<file path="src/rtl/tile_query_arbiter_if.sv">
// Query/map bus between the tile-query requesters, the shared board-map read
// port and the arbiter.
interface tile_query_arbiter_if;
    logic        i_freeze;
    logic [4:0]  i_req;
    logic [29:0] i_req_x;
    logic [29:0] i_req_y;
    logic [5:0]  o_map_x;
    logic [5:0]  o_map_y;
    logic [7:0]  i_map_tile;
    logic [4:0]  o_gnt;
    logic [4:0]  o_rsp_valid;
    logic [7:0]  o_rsp_tile;
    logic        o_busy;

    modport slave (
        input  i_freeze, i_req, i_req_x, i_req_y, i_map_tile,
        output o_map_x, o_map_y, o_gnt, o_rsp_valid, o_rsp_tile, o_busy
    );

    modport master (
        output i_freeze, i_req, i_req_x, i_req_y, i_map_tile,
        input  o_map_x, o_map_y, o_gnt, o_rsp_valid, o_rsp_tile, o_busy
    );
endinterface

</file>
<file path="src/rtl/tile_query_arbiter.sv">
// Round-robin arbiter for five tile queries onto one board-map read port.
// TILE_ARB_PACMAN_PRIORITY_EN: requester 0 always wins; 1-4 rotate among themselves.
module tile_query_arbiter (
    input  logic                  i_clk,
    input  logic                  i_rst_n,
    tile_query_arbiter_if.slave   bus
);
    typedef enum logic [1:0] {IDLE, ADDR, WAIT, RESP} state_t;

    state_t      state_q, state_d;
    logic [2:0]  last_q, last_d;
    logic [4:0]  gnt_q, rsp_valid_q;
    logic [7:0]  tile_q;
    logic [5:0]  map_x_q, map_y_q;
    logic        oor_q;

    logic        grant;
    logic        win_vld;
    logic [2:0]  win_idx, cand;
    logic [5:0]  win_x, win_y;
    logic        win_oor;

    always_comb begin
        win_vld = 1'b0;
        win_idx = 3'd0;
        cand    = 3'd0;
`ifdef TILE_ARB_PACMAN_PRIORITY_EN
        if (bus.i_req[0]) begin
            win_vld = 1'b1;
        end else begin
            // last_q only ever holds 1..4 here, so the walk stays inside 1..4
            for (int i = 0; i < 4; i++) begin
                cand = 3'(((int'(last_q) + i) % 4) + 1);
                if (!win_vld && bus.i_req[cand]) begin
                    win_vld = 1'b1;
                    win_idx = cand;
                end
            end
        end
`else
        for (int i = 1; i <= 5; i++) begin
            cand = 3'((int'(last_q) + i) % 5);
            if (!win_vld && bus.i_req[cand]) begin
                win_vld = 1'b1;
                win_idx = cand;
            end
        end
`endif
        win_x   = bus.i_req_x[6*win_idx +: 6];
        win_y   = bus.i_req_y[6*win_idx +: 6];
        win_oor = (win_x > 6'd27) || (win_y > 6'd35);
    end

    always_comb begin
        state_d = state_q;
        grant   = 1'b0;
        last_d  = last_q;
        case (state_q)
            IDLE: if (!bus.i_freeze && win_vld) begin
                grant   = 1'b1;
                state_d = ADDR;
`ifdef TILE_ARB_PACMAN_PRIORITY_EN
                if (win_idx != 3'd0) last_d = win_idx;
`else
                last_d = win_idx;
`endif
            end
            ADDR:    state_d = WAIT;
            WAIT:    state_d = RESP;
            default: state_d = IDLE;
        endcase
    end

    always_ff @(posedge i_clk) begin
        if (!i_rst_n) begin
            state_q     <= IDLE;
            last_q      <= 3'd4;
            gnt_q       <= '0;
            rsp_valid_q <= '0;
            tile_q      <= '0;
            map_x_q     <= '0;
            map_y_q     <= '0;
            oor_q       <= 1'b0;
        end else begin
            state_q     <= state_d;
            last_q      <= last_d;
            rsp_valid_q <= '0;
            if (grant) begin
                gnt_q <= 5'b00001 << win_idx;
                oor_q <= win_oor;
                // out-of-range queries leave the map port parked on its last address
                if (!win_oor) begin
                    map_x_q <= win_x;
                    map_y_q <= win_y;
                end
            end
            if (state_q == WAIT) begin
                tile_q      <= oor_q ? 8'h00 : bus.i_map_tile;
                rsp_valid_q <= gnt_q;
            end
            if (state_q == RESP) gnt_q <= '0;
        end
    end

    assign bus.o_gnt       = gnt_q;
    assign bus.o_rsp_valid = rsp_valid_q;
    assign bus.o_rsp_tile  = tile_q;
    assign bus.o_map_x     = map_x_q;
    assign bus.o_map_y     = map_y_q;
    assign bus.o_busy      = (state_q != IDLE);
endmodule

</file>
<file path="src/flat_wrapper.sv">
// flat-port wrapper written by rule: the top's interface ports become plain ports
module tile_query_arbiter_flat 
  (i_clk, i_rst_n, bus_i_freeze, bus_i_req, bus_i_req_x, bus_i_req_y, bus_i_map_tile, bus_o_map_x, bus_o_map_y, bus_o_gnt, bus_o_rsp_valid, bus_o_rsp_tile, bus_o_busy);
  tile_query_arbiter_if bus_i ();
  input  logic i_clk;
  input  logic i_rst_n;
  input wire logic [$bits(bus_i.i_freeze)-1:0] bus_i_freeze;
  input wire logic [$bits(bus_i.i_req)-1:0] bus_i_req;
  input wire logic [$bits(bus_i.i_req_x)-1:0] bus_i_req_x;
  input wire logic [$bits(bus_i.i_req_y)-1:0] bus_i_req_y;
  input wire logic [$bits(bus_i.i_map_tile)-1:0] bus_i_map_tile;
  output wire logic [$bits(bus_i.o_map_x)-1:0] bus_o_map_x;
  output wire logic [$bits(bus_i.o_map_y)-1:0] bus_o_map_y;
  output wire logic [$bits(bus_i.o_gnt)-1:0] bus_o_gnt;
  output wire logic [$bits(bus_i.o_rsp_valid)-1:0] bus_o_rsp_valid;
  output wire logic [$bits(bus_i.o_rsp_tile)-1:0] bus_o_rsp_tile;
  output wire logic [$bits(bus_i.o_busy)-1:0] bus_o_busy;
  assign bus_i.i_freeze = bus_i_freeze;
  assign bus_i.i_req = bus_i_req;
  assign bus_i.i_req_x = bus_i_req_x;
  assign bus_i.i_req_y = bus_i_req_y;
  assign bus_i.i_map_tile = bus_i_map_tile;
  assign bus_o_map_x = bus_i.o_map_x;
  assign bus_o_map_y = bus_i.o_map_y;
  assign bus_o_gnt = bus_i.o_gnt;
  assign bus_o_rsp_valid = bus_i.o_rsp_valid;
  assign bus_o_rsp_tile = bus_i.o_rsp_tile;
  assign bus_o_busy = bus_i.o_busy;
  tile_query_arbiter u_core (.i_clk(i_clk), .i_rst_n(i_rst_n), .bus(bus_i));
endmodule
</file>
<file path="config.mk">
export PLATFORM = sky130hd
export DESIGN_NAME = tile_query_arbiter_flat
export DESIGN_NICKNAME = d
export VERILOG_FILES = /design/src/rtl/tile_query_arbiter_if.sv /design/src/rtl/tile_query_arbiter.sv /design/src/flat_wrapper.sv
export SDC_FILE = /design/constraint.sdc
export NUM_CORES = 1
export LEC_CHECK = 0
export BUFFER_PORTS_ARGS = -buffer_cell sky130_fd_sc_hd__clkbuf_2
export CAP_MARGIN = 20
export CORE_UTILIZATION = 35
export DETAILED_ROUTE_END_ITERATION = 8
export PLACE_DENSITY_LB_ADDON = 0.1
export SKIP_LAST_GASP = 1
export SYNTH_ARGS = -nofsm -noshare
export SYNTH_HDL_FRONTEND = slang
export SYNTH_SLANG_ARGS = --single-unit
</file>
<file path="constraint.sdc">
create_clock -name i_clk -period 16.5 [get_ports i_clk]
set_clock_uncertainty 0.15 [all_clocks]
set_input_delay 1.65 -clock i_clk [delete_from_list [all_inputs] [get_ports i_clk]]
set_output_delay 1.65 -clock i_clk [all_outputs]
set_load 0.1 [all_outputs]
</file>
==> reports/metrics.json, run 1 <==
{
  "routing": {
    "drt_first_pass_iters": 5,
    "postRouteWirelength_mm": 12.3,
    "detailroute.via_count": 4178,
    "first_iter_violations": 228,
    "vias_per_cell": 5.70,
    "drtAntennaViolNets": 0,
    "dr_wl_cell_um": 16.7,
    "drc": 0
  },
  "clocking": {
    "post_cts_resize_count": 0,
    "cts_htree_levels": 2,
    "max-clock-path-buffers": 2,
    "tritoncts.num_buffers": 5,
    "postCtsHoldBufs": 0,
    "clock-sinks": 36,
    "cts_setup_buffers": 0,
    "clk_latency_ps": 280,
    "cts_root_buf": "clkbuf_16",
    "clkTransAtPathRegs_ps": 50,
    "tritoncts": "built"
  },
  "worst_setup_path": {
    "worstSetupStartpointType": "register",
    "cp.required_ps": 16520,
    "worst_r2r_endpoint": "u_core.bus.o_map_y[1]",
    "worst-r2r-setup-slack_ps": 9020,
    "path_class": "register to register",
    "reg2reg_start": "u_core.last_q[0]",
    "cp.arrival_ps": 7500,
    "crit_path_end_kind": "register",
    "crit_fanout": 30,
    "reg2regPathDepth": 20
  },
  "global_route": {
    "number_of_antenna_violations_at_the_first_check_in_global_routing": 0,
    "grt.total_usage_pct": 20.4,
    "grt_pass1_wl_mm": 19.5,
    "grt_overflow_total": 0,
    "grt_pass1_vias": 3829,
    "grt_start_max_net_pins": 31
  },
  "sta": {
    "final_critical_path_time_including_i_o_delays_and_setup_ps": 7480,
    "maximum_frequency_from_static_timing_analysis_mhz": 134,
    "setup_violating_endpoint_count_in_the_final_report": 0,
    "min_period_over_period_pct": 45.4,
    "rsz0062_at_grt": "no",
    "final_number_of_max_transition_violations": 0,
    "finalHoldViolations": 0,
    "max_slew_margin_pct": 40.6,
    "tightest_slew_ps": 887,
    "final.setup.tns_ps": 0
  },
  "logic_synthesis": {
    "number_of_enable_type_register_cells_in_the_synthesized_netlist": 0,
    "synth_warn": 0,
    "library_cells_used_by_synthesis": 86,
    "synth.yosys.seq_area_share_pct": 17.6,
    "synth_cells": 504,
    "yosys_most_used_dff": "dfxtp_1",
    "synth.net_count": 610,
    "synth.ff_latch_count": 36,
    "synthesis.area_um2": 4090,
    "async_flop_share_pct": 0,
    "post_synth.cell_area_avg_um2": 8.11
  },
  "floorplan": {
    "design.core.area_um2": 11400,
    "placement_rows": 39,
    "die-height_um": 110,
    "area_of_the_die_um2": 12100,
    "starting_density_of_the_core_pct": 35.8,
    "io-pin-count": 107,
    "chipWidth_um": 110
  },
  "min_path": {
    "hold-path-cell-count": 2,
    "worstHoldEndpoint": "u_core.bus.o_map_x[2]",
    "worst_hold_startpoint": "u_core.bus.o_map_x[2]",
    "min-delay-path-class": "register to register"
  },
  "job": {
    "drv.max_cap_violation_count": 0
  },
  "status": {
    "run_status": "finished, final reports clean"
  },
  "cells_and_area": {
    "nets": 695,
    "fraction_of_final_layout_cells_sized_beyond_drive_strength_1_pct": 26.6,
    "final_common_cell": "clkbuf_2",
    "antenna-diode-count": 0,
    "synthToLayoutAreaGrowth_pct": 18.1,
    "commonest_cells_after_routing_fill_and_taps_aside": "106 x clkbuf_2, 40 x mux2i_1, 37 x nor2_1",
    "fillers": 1215
  },
  "place": {
    "buffers_on_ports": 106,
    "gp_congestion": 0.899,
    "dpl.hpwl_mm": 9.42
  }
}
through the flow:
stage | hold WS [ps] | cell area (µm²) | util (%) | std cells | worst slack (ps)
6_report | 311 | 4830 | 42.3 | 733 | 9020
5_1_grt | 343 | 4830 | 42.3 | 733 | 8610
4_1_cts | 314 | 4830 | 42.3 | 733 | 9030
3_5_place_dp | 306 | 4660 | 40.8 | 725 | 9080
3_3_place_gp | 304 | 4660 | 40.8 | 725 | 9230
2_1_floorplan | 364 | 4090 | - | 504 | 9770
per-layer routing:
metal / part of all wire, % / global-route usage, % / up-vias
met1: 48 / 29.2 / 1972
met3: 4.3 / 2.00 / 8
met2: 47 / 33.5 / 131
met4: 0.69 / 3.24 / 0
met5: 0 / 0 / -
li1: - / - / 2067
flip-flops by register name (all words and copies together) (netlist names):
register                count
u_core.bus.o_gnt            5
u_core.bus.o_map_x          6
u_core.bus.o_map_y          6
u_core.bus.o_rsp_tile       8
u_core.bus.o_rsp_valid      5
u_core.last_q               3
u_core.oor_q                1
u_core.state_q              2
cells by family (layout without fill, tap and decap cells):
group | Yosys count | after routing | share of synthesized area, %
fa+ha+maj | 31 | 31 | 9.61
mux | 51 | 51 | 13.9
compound gates | 141 | 141 | 26.9
buf+inv | 61 | 147 | 6.64
simple gates | 175 | 175 | 23.2
xor+xnor | 9 | 9 | 2.11
flops | 36 | 36 | 17.6
layout make-up:
class | count | area [µm²] | share of cell area, %
multi-input cells | 407 | 3100 | 64.1
flip-flops and latches | 36 | 721 | 14.9
clock buffers | 5 | 125 | 2.59
repair buffers | 109 | 553 | 11.5
clock inverters | 3 | 42.5 | 0.881
inverters | 30 | 113 | 2.33
well taps | 143 | 179 | 3.71
synthesized netlist by cell type, types with 9 or more instances:
cell | number | area, µm²
nor2b_1 | 11 | 68.8
a21oi_1 | 29 | 145
o211ai_1 | 9 | 67.6
inv_1 | 28 | 105
o21ai_0 | 21 | 105
dfxtp_1 | 36 | 721
mux2i_1 | 40 | 400
and3_1 | 13 | 81.3
clkbuf_1 | 18 | 67.6
nor2_1 | 37 | 139
nor3_1 | 12 | 60.1
nor4_1 | 9 | 56.3
nand2_1 | 27 | 101
nand3_1 | 23 | 115
a31oi_1 | 9 | 56.3
ha_1 | 29 | 363
how the worst max path moves through the flow:
stage                          start                    end  slack (ps)
floorplan           u_core.last_q[0]  u_core.bus.o_map_y[3]        9770
global placement    u_core.last_q[0]  u_core.bus.o_map_y[1]        9230
detailed placement  u_core.last_q[0]  u_core.bus.o_map_y[0]        9080
CTS                 u_core.last_q[0]  u_core.bus.o_map_y[0]        9030
global route        u_core.last_q[0]  u_core.bus.o_map_x[0]        8610
finish              u_core.last_q[0]  u_core.bus.o_map_y[1]        9020
worst max-delay path, cell delays in order (launching register included):
cell,delay (ps)
dfxtp_1,300
buf_4,310
inv_1,360
ha_1,690
ha_1,430
or4b_1,600
a31oi_4,260
nor2_2,100
ha_1,230
nand2b_1,130
a31oi_1,540
mux2_2,410
o221a_2,320
mux2_4,310
a2111oi_4,620
nor2_4,210
mux2_4,370
a32oi_2,300
a31oi_4,200
nand2b_4,270
a31o_1,250
Power of run 1 is not shown: default switching activity piles up to over one toggle a cycle in this logic, so the estimate is an artifact.
==> run 2, diff against run 1 <==
Clock period 16.5 ns to 6.97 ns, I/O delays scaled along.
==> run 2 against run 1 <==
Critical path depth up 1. Register-to-register slack worse by 8500 ps. Worst setup slack lost 8500 ps. Cell count rose by 0.95%.
==> reports/metrics.json, run 2 (synthesis results as in run 1) <==
{
  "worst_setup_path": {
    "cp.arrival_ps": 6500,
    "worst_path_max_delay_cell": "or4b_1",
    "cp.required_ps": 7000,
    "max_stage_delay_ps": 610,
    "crit_fanout": 13,
    "crit_chain": "ha_1 -> xnor2_2 -> inv_2 -> ha_1 -> or4b_1 -> a31oi_4 -> nor2_2 -> ha_1 -> nand2b_1 -> a31oi_1 -> buf_4 -> mux2_2 -> o221a_2 -> mux2_4 -> a2111oi_4 -> nor2_4 -> mux2_4 -> a32oi_2 -> a31oi_4 -> nand2b_4 -> a31o_1",
    "crit_path_end_kind": "register",
    "worst-r2r-setup-slack_ps": 490,
    "most_frequent_cell_on_the_critical_path": "ha_1",
    "worstSetupStartpointType": "register",
    "path_class": "register to register"
  },
  "sta": {
    "final.setup.tns_ps": 0,
    "final_critical_path_time_including_i_o_delays_and_setup_ps": 6480,
    "maximum_frequency_from_static_timing_analysis_mhz": 154,
    "tightest_slew_ps": 782,
    "rsz0062_at_grt": "no",
    "min_period_over_period_pct": 92.9,
    "max_slew_margin_pct": 47.8,
    "final_number_of_max_transition_violations": 0,
    "setup_violating_endpoint_count_in_the_final_report": 0,
    "finalHoldViolations": 0,
    "finalHoldWorstSlack_ps": 316
  },
  "routing": {
    "drt_first_pass_iters": 4,
    "postRouteWirelength_mm": 11.8,
    "dr_wl_cell_um": 16.0,
    "first_iter_violations": 226,
    "drtAntennaViolNets": 0,
    "detailroute.via_count": 4110,
    "drc": 0,
    "vias_per_cell": 5.55
  },
  "floorplan": {
    "chipWidth_um": 110,
    "area_of_the_die_um2": 12100,
    "design.core.area_um2": 11400,
    "die-height_um": 110,
    "placement_rows": 39,
    "io-pin-count": 107,
    "starting_density_of_the_core_pct": 35.8
  },
  "clocking": {
    "max-clock-path-buffers": 2,
    "clk_latency_ps": 280,
    "cts_htree_levels": 2,
    "clock-sinks": 36,
    "tritoncts": "built",
    "tritoncts.num_buffers": 5,
    "cts_root_buf": "clkbuf_16",
    "cts_setup_buffers": 0,
    "clkTransAtPathRegs_ps": 60,
    "postCtsHoldBufs": 0
  },
  "cells_and_area": {
    "post-route-cell-area_um2": 4880,
    "multiInputGateArea_um2": 3100,
    "final_common_cell": "clkbuf_2",
    "largest_register_ffs": 8,
    "nets": 702,
    "synthToLayoutAreaGrowth_pct": 19.5,
    "seqCellArea_um2": 721,
    "fraction_of_final_layout_cells_sized_beyond_drive_strength_1_pct": 27.6,
    "fillers": 1209,
    "commonest_cells_after_routing_fill_and_taps_aside": "106 x clkbuf_2, 40 x mux2i_1, 36 x nor2_1, 36 x dfxtp_1",
    "antenna-diode-count": 0,
    "stdcell_count": 740
  },
  "place": {
    "buffers_on_ports": 106,
    "dpl.hpwl_mm": 9.19,
    "dp.cells": 732,
    "post_dp_cell_area_um2": 4710,
    "gp_congestion": 0.872
  },
  "global_route": {
    "number_of_antenna_violations_at_the_first_check_in_global_routing": 0,
    "grt.total_usage_pct": 19.5,
    "grt_start_max_net_pins": 29,
    "grt_pass1_wl_mm": 18.6,
    "grt_pass1_vias": 3687,
    "grt_overflow_total": 0
  },
  "status": {
    "run_status": "finished, final reports clean"
  },
  "min_path": {
    "min-delay-path-class": "register to register"
  },
  "job": {
    "drv.max_cap_violation_count": 0
  }
}
==> run 2: cell types whose count changed in the layout (fill, tap and decap cells not counted) <==
cell and change:
buf_4 +7, nor2_1 -1, nor2_2 +1
==> run 2: cell type report <==
cell class | count | area share [%]
clock buffer | 5 | 2.56
clock inverter | 3 | 0.871
inverter | 30 | 2.31
multi-input combinational | 407 | 63.4
sequential | 36 | 14.8
tap | 143 | 3.66
timing repair buffer | 116 | 12.4
==> run 2: routing by layer <==
layer  GRT usage, %  wire length [µm]
met1           28.5              5860
met2           30.6              5340
met3           3.35               550
met4           2.38                87
met5              0                 0
==> run 2: final timing paths <==
path,cells after the start,end,startpoint
worst max-delay path,21,u_core.bus.o_map_y[1],u_core.last_q[1]
worst max register to register,21,u_core.bus.o_map_y[1],u_core.last_q[1]
worst min register to register,2,u_core.bus.o_map_x[3],u_core.bus.o_map_x[3]
worst min-delay path,2,u_core.bus.o_map_x[3],u_core.bus.o_map_x[3]
==> run 2: critical path: cells and delay by family (launching register included) <==
family	cells	cell delay, ps
fa+ha+maj	3	780
buf+inv	2	290
mux	3	990
compound gates	7	2010
xor+xnor	1	400
simple gates	5	1300
flops	1	420
==> run 2: what timing repair did <==
action | in CTS | in global routing
gates resized for setup | 0 | 1
endpoints found under the setup margin | 0 | 11
hold endpoints to repair | 0 | 0
==> run 2: through the flow <==
stage / worst slack [ps] / utilization (%)
CTS: 499 / 42.7
finish: 494 / 42.8
detailed placement: 518 / 41.3
global placement: 622 / 41.3
global route: 108 / 42.8
floorplan: 242 / -
Power of run 2 is left out for the same reason.
